$ cat src/rtl/pico_axil_bridge.sv
// PicoRV32 native-bus responder to AXI4-Lite initiator bridge.
// One AXI-Lite read or write per core transfer, with timeout and sticky error.
module pico_axil_bridge #(
    parameter int unsigned TIMEOUT  = 256,
    parameter logic [31:0] ERR_DATA = 32'hDEAD_BEEF
) (
    input  logic        clk,
    input  logic        rst,
    input  logic        mem_valid,
    input  logic        mem_instr,
    output logic        mem_ready,
    input  logic [31:0] mem_addr,
    input  logic [31:0] mem_wdata,
    input  logic [3:0]  mem_wstrb,
    output logic [31:0] mem_rdata,
    output logic        axi_awvalid,
    input  logic        axi_awready,
    output logic [31:0] axi_awaddr,
    output logic [2:0]  axi_awprot,
    output logic        axi_wvalid,
    input  logic        axi_wready,
    output logic [31:0] axi_wdata,
    output logic [3:0]  axi_wstrb,
    input  logic        axi_bvalid,
    output logic        axi_bready,
    input  logic [1:0]  axi_bresp,
    output logic        axi_arvalid,
    input  logic        axi_arready,
    output logic [31:0] axi_araddr,
    output logic [2:0]  axi_arprot,
    input  logic        axi_rvalid,
    output logic        axi_rready,
    input  logic [31:0] axi_rdata,
    input  logic [1:0]  axi_rresp,
    output logic        bus_err,
    input  logic        err_clr
);

    typedef enum logic [2:0] {
        S_IDLE, S_WRITE, S_WRESP, S_READ, S_RDATA, S_DONE
    } state_t;

    // Counter saturates at the last allowed cycle, so it only needs that range.
    localparam int CW = (TIMEOUT > 2) ? $clog2(TIMEOUT) : 1;
    localparam logic [CW-1:0] TO_LAST =
        (TIMEOUT == 0) ? '0 : CW'(TIMEOUT - 1);

    state_t      state_q, state_d;
    logic [31:0] addr_q, addr_d;
    logic [31:0] wdata_q, wdata_d;
    logic [3:0]  wstrb_q, wstrb_d;
    logic        instr_q, instr_d;
    logic        awvalid_q, awvalid_d;
    logic        wvalid_q, wvalid_d;
    logic        bready_q, bready_d;
    logic        arvalid_q, arvalid_d;
    logic        rready_q, rready_d;
    logic        ready_q, ready_d;
    logic [31:0] rdata_q, rdata_d;
    logic        err_q, err_d;
    logic [CW-1:0] cnt_q, cnt_d;
    logic        err_set;
    logic        tmo;
    logic        to_hit;
    logic        busy;

    // Next-state, handshake tracking, timeout and error computation.
    always_comb begin
        state_d   = state_q;
        addr_d    = addr_q;
        wdata_d   = wdata_q;
        wstrb_d   = wstrb_q;
        instr_d   = instr_q;
        awvalid_d = awvalid_q;
        wvalid_d  = wvalid_q;
        bready_d  = bready_q;
        arvalid_d = arvalid_q;
        rready_d  = rready_q;
        ready_d   = 1'b0;
        rdata_d   = rdata_q;
        cnt_d     = cnt_q;
        err_set   = 1'b0;
        tmo       = 1'b0;

        busy   = (state_q == S_WRITE) || (state_q == S_WRESP) ||
                 (state_q == S_READ)  || (state_q == S_RDATA);
        to_hit = (TIMEOUT != 0) && (cnt_q == TO_LAST);

        if (busy && (cnt_q != TO_LAST)) begin
            cnt_d = cnt_q + 1'b1;
        end

        unique case (state_q)
            S_IDLE: begin
                if (mem_valid) begin
                    addr_d  = mem_addr;
                    wdata_d = mem_wdata;
                    wstrb_d = mem_wstrb;
                    instr_d = mem_instr;
                    cnt_d   = '0;
                    if (mem_wstrb != 4'b0000) begin
                        state_d   = S_WRITE;
                        awvalid_d = 1'b1;
                        wvalid_d  = 1'b1;
                    end else begin
                        state_d   = S_READ;
                        arvalid_d = 1'b1;
                    end
                end
            end
            S_WRITE: begin
                awvalid_d = awvalid_q & ~axi_awready;
                wvalid_d  = wvalid_q & ~axi_wready;
                if (!awvalid_d && !wvalid_d) begin
                    state_d  = S_WRESP;
                    bready_d = 1'b1;
                end else begin
                    tmo = to_hit;
                end
            end
            S_WRESP: begin
                if (axi_bvalid) begin
                    bready_d = 1'b0;
                    err_set  = (axi_bresp != 2'b00);
                    rdata_d  = '0;
                    ready_d  = 1'b1;
                    state_d  = S_DONE;
                end else begin
                    tmo = to_hit;
                end
            end
            S_READ: begin
                if (axi_arready) begin
                    arvalid_d = 1'b0;
                    rready_d  = 1'b1;
                    state_d   = S_RDATA;
                end else begin
                    tmo = to_hit;
                end
            end
            S_RDATA: begin
                if (axi_rvalid) begin
                    rready_d = 1'b0;
                    err_set  = (axi_rresp != 2'b00);
                    rdata_d  = err_set ? ERR_DATA : axi_rdata;
                    ready_d  = 1'b1;
                    state_d  = S_DONE;
                end else begin
                    tmo = to_hit;
                end
            end
            S_DONE: begin
                state_d = S_IDLE;
            end
            default: begin
                state_d = S_IDLE;
            end
        endcase

        if (tmo) begin
            awvalid_d = 1'b0;
            wvalid_d  = 1'b0;
            bready_d  = 1'b0;
            arvalid_d = 1'b0;
            rready_d  = 1'b0;
            err_set   = 1'b1;
            rdata_d   = (wstrb_q == 4'b0000) ? ERR_DATA : '0;
            ready_d   = 1'b1;
            state_d   = S_DONE;
        end

        if (err_set) begin
            err_d = 1'b1;
        end else if (err_clr) begin
            err_d = 1'b0;
        end else begin
            err_d = err_q;
        end
    end

    // State and registered outputs; reset aborts any transfer in flight.
    always_ff @(posedge clk or posedge rst) begin
        if (rst) begin
            state_q   <= S_IDLE;
            addr_q    <= '0;
            wdata_q   <= '0;
            wstrb_q   <= '0;
            instr_q   <= 1'b0;
            awvalid_q <= 1'b0;
            wvalid_q  <= 1'b0;
            bready_q  <= 1'b0;
            arvalid_q <= 1'b0;
            rready_q  <= 1'b0;
            ready_q   <= 1'b0;
            rdata_q   <= '0;
            err_q     <= 1'b0;
            cnt_q     <= '0;
        end else begin
            state_q   <= state_d;
            addr_q    <= addr_d;
            wdata_q   <= wdata_d;
            wstrb_q   <= wstrb_d;
            instr_q   <= instr_d;
            awvalid_q <= awvalid_d;
            wvalid_q  <= wvalid_d;
            bready_q  <= bready_d;
            arvalid_q <= arvalid_d;
            rready_q  <= rready_d;
            ready_q   <= ready_d;
            rdata_q   <= rdata_d;
            err_q     <= err_d;
            cnt_q     <= cnt_d;
        end
    end

    assign mem_ready   = ready_q;
    assign mem_rdata   = rdata_q;
    assign axi_awvalid = awvalid_q;
    assign axi_awaddr  = addr_q;
    assign axi_awprot  = 3'b000;
    assign axi_wvalid  = wvalid_q;
    assign axi_wdata   = wdata_q;
    assign axi_wstrb   = wstrb_q;
    assign axi_bready  = bready_q;
    assign axi_arvalid = arvalid_q;
    assign axi_araddr  = addr_q;
    assign axi_arprot  = {instr_q, 2'b00};
    assign axi_rready  = rready_q;
    assign bus_err     = err_q;

endmodule
$ cat config.mk
export PLATFORM = sky130hd
export DESIGN_NAME = pico_axil_bridge
export DESIGN_NICKNAME = d
export VERILOG_FILES = /design/src/rtl/pico_axil_bridge.sv
export SDC_FILE = /design/constraint.sdc
export NUM_CORES = 1
export LEC_CHECK = 0
export CORE_MARGIN = 2
export CORE_UTILIZATION = 45
export CTS_CLUSTER_DIAMETER = 60
export DETAILED_ROUTE_END_ITERATION = 8
export GPL_TIMING_DRIVEN = 0
export PLACE_DENSITY = 0.87
export SYNTH_ARGS = -nofsm -noshare
export SYNTH_HDL_FRONTEND = slang
export SYNTH_SLANG_ARGS = --single-unit
export TNS_END_PERCENT = 30
$ cat constraint.sdc
create_clock -name clk -period 6.42 [get_ports clk]
set_clock_uncertainty 0.1 [all_clocks]
set_input_delay 1.284 -clock clk [delete_from_list [all_inputs] [get_ports clk]]
set_output_delay 1.284 -clock clk [all_outputs]
set_load 0.005 [all_outputs]
==> key figures <==
Status
  – Status: finished, final reports clean

Clock network
  – Number of buffers created by CTS: 17
  – Root Driver: clkbuf_16
  – CTS tree: yes
  – CTS Hold Buffers Added: 0
  – Clk sink count: 119
  – Clk Latency, worst-skew pair: 400 ps
  – CTS max path bufs: 2
  – CTS H-Tree Depth: 4
  – Post_cts resized: 0
  – Post-CTS setup-driven buffer insertion count: 0
  – Clock-pin slew on the worst setup and hold paths: 50 ps

Routing
  – Remaining antenna violation count: 0
  – Pre-antenna DRT Iters: 4
  – Drt wl/cell: 15.3 µm
  – Via count: 5155
  – Initial DRC Count: 271
  – Residual DRC: 0
  – Overall routed net length: 16.2 mm
  – Via-to-Cell Ratio: 4.88

Power and ir drop
  – Comb pwr share: 0.454
  – Switching share of total power: 0.318
  – Power per Cell Area: 444 mW/mm²
  – Clock Power Share: 0.233
  – Net Sw Power: 1.28 mW
  – Peak supply drop: 0.265 mV
  – P_int: 2.75 mW
  – LEAKAGE: 4.32 nW
  – Flop pwr share: 0.314

Yosys
  – Main synth FF type: dfrtp_1
  – Synth Area in Adders: 0.00219
  – Synth Area in Simple Gates: 0.197
  – Number of synthesized flops with an enable pin: 0
  – Synth top area share: 0.522
  – Synth cell types: 50
  – Syn Inst Count: 597
  – Largest family of logic cells by synthesized area: simple AND/OR/NAND/NOR gates
  – Post-Synth XOR/XNOR Area: 0.00153
  – Top cells by area, synth: dfrtp_1, nand2_1, mux2i_1
  – Mux contribution to synthesized area: 0.0912
  – YS warnings: 0
  – Cell area after synthesis: 0.00571 mm²
  – Area leader, netlist: dfrtp_1
  – Synth Register Bits: 119
  – Synth async-reset ratio: 1.00
  – Sequential cell area fraction in the yosys report: 0.522
  – Synthesized area per cell: 9.56 µm²
  – Post-synthesis compound-gate area fraction: 0.0899

STA
  – Worst-margin pin slew: 597 ps
  – Hold Vio Cnt, Final: 0
  – Final worst path period need: 2930 ps
  – Setup TNS: 0 ps
  – Crit share post-route: 0.456
  – Unrepaired setup endpoints after global routing: no
  – Fin. max-slew vios: 0
  – Fmax: 342 MHz
  – Final setup vio count: 0
  – Max transition margin: 0.599

Placement
  – GPL Wtd Cong: 0.796
  – # port buffers: 253
  – HPWL after detailed placement: 11.8 mm
  – Placed insts: 1027

Worst setup path
  – Critical path required time: 6590 ps
  – Kind of critical path: input pin to register
  – Worst EP arrival: 3100 ps
  – Max FO, Critical Path: 10
  – Critical path launch point type: input pin
  – Critical path capture point type: register

Floorplan
  – Core area: 0.0125 mm²
  – Die Ht: 117 µm
  – I/O pin count: 259
  – Starting Density: 0.456
  – Die width: 117 µm
  – Full die area: 0.0136 mm²
  – Core Rows: 41

Layout
  – Share of layout cells above drive strength 1: 0.123
  – Layout overhead on the synthesized area: 59.3%
  – Final-layout fill cell count: 942
  – Fin cells: 1057
  – Nets: 989
  – ANT cells: 0

Job
  – Max-cap viol count: 0

Global route
  – Total grt overflow: 0
  – Largest net degree at the start of global routing: 71
  – GRT Util Overall: 0.240
  – First-pass GRT wire length: 25.5 mm
  – Initial antenna violation count: 0
  – Vias in the first global route: 5253

Worst hold path
  – Worst Hold Class: register to register
==> placed cells by master, fill, tap and decap left out, types with 4 or more instances in the layout <==
cell type          n
o21a_1            24
nor2_1             8
nand2_1          220
nand3_1           13
o211ai_1           4
inv_1              7
nand2b_1           5
buf_2             22
conb_1             5
a21oi_1           10
clkbuf_16         17
dfrtp_1          119
clkinv_2           4
clkbuf_8           5
clkbuf_1           6
a21boi_0           6
buf_1              4
mux2i_1           52
clkdlybuf4s50_1  253
o31ai_1            6
buf_4             42
==> layer usage <==
metal,global-route usage,share of wire,vias to the layer above
li1,-,-,2477
met2,0.421,0.50,209
met5,0,0,-
met1,0.295,0.41,2445
met3,0.0659,0.072,24
met4,0.0627,0.014,0
==> layout make-up <==
class / instances / area [µm²] / share of cell area
Tap cell: 172 / 215 / 0.0237
Multi-Input combinational cell: 396 / 2200 / 0.242
Timing Repair Buffer: 254 / 2560 / 0.282
Sequential cell: 119 / 2980 / 0.328
Clock buffer: 22 / 494 / 0.0544
Clock inverter: 8 / 96.3 / 0.0106
Inverter: 8 / 35.0 / 0.00385
Buffer: 78 / 517 / 0.0568
==> state kept, by name, summed over array words and instances, names as in the netlist, 3 cells and up <==
| register | cells |
|---|---|
| mem_rdata | 32 |
| axi_wdata | 32 |
| cnt_q | 8 |
| axi_araddr | 32 |
| axi_wstrb | 4 |
| state_q | 3 |
==> critical path, stage by stage <==
cell             delay (ps)
clkdlybuf4s50_1         540
or4b_2                  640
buf_2                   220
buf_2                   210
o211ai_1                100
o31ai_1                  90
==> cell usage after synthesis (5+ instances only) <==
master    instances
nand3_1          13
mux2i_1          52
clkbuf_1          6
nand2_1         220
inv_1             8
nor2_1            8
o21a_1           24
o31ai_1           6
buf_4            42
dfrtp_1         119
nand2b_1          5
a21oi_1          10
buf_2            22
a21boi_0          6
==> power groups by stage <==
stage / combinational [mW] / sequential, mW / clock (mW)
6_report: 1.83 / 1.26 / 0.938
5_1_grt: 2.01 / 1.31 / 0.987
4_1_cts: 1.85 / 1.26 / 0.952
3_5_place_dp: 1.84 / 1.26 / 0
3_3_place_gp: 1.79 / 1.26 / 0
2_1_floorplan: 0.812 / 1.26 / 0
==> worst paths after layout <==
check | start | to | slack [ps] | cells past startpoint
min | axi_wdata[5] | axi_wdata[5] | 370 | 2
min reg2reg | axi_wdata[5] | axi_wdata[5] | 370 | 2
max | mem_valid | cnt_q[4] | 3490 | 6
max in group asynchronous | rst | cnt_q[5] | 4330 | 3
max reg2reg | state_q[1] | mem_rdata[13] | 4230 | 7
min in group asynchronous | rst | axi_wdata[24] | 1190 | 2
==> logic make-up (layout without fill, tap and decap cells) <==
| kind of cell | count (synthesis) | count (layout) |
|---|---|---|
| AND/OR/NAND/NOR | 269 | 269 |
| flip-flops | 119 | 119 |
| buffers and inverters | 86 | 370 |
| AO/OA/AOI/OAI | 68 | 68 |
| multiplexers | 52 | 52 |
| adder cells (fa/ha/maj) | 1 | 1 |
| other | 1 | 5 |
| XOR/XNOR | 1 | 1 |
==> stage by stage <==
step	power, mW	hold slack [ps]	area, µm²	utilization	setup WS [ps]
CTS	4.07	375	9090	0.726	3520
floorplan	2.07	347	5720	-	1880
detailed placement	3.10	361	8500	0.679	3140
global route	4.31	390	9090	0.726	3420
global placement	3.04	356	8470	0.677	133
finish	4.03	370	9090	0.726	3490
(Power assumes the default switching activity.)
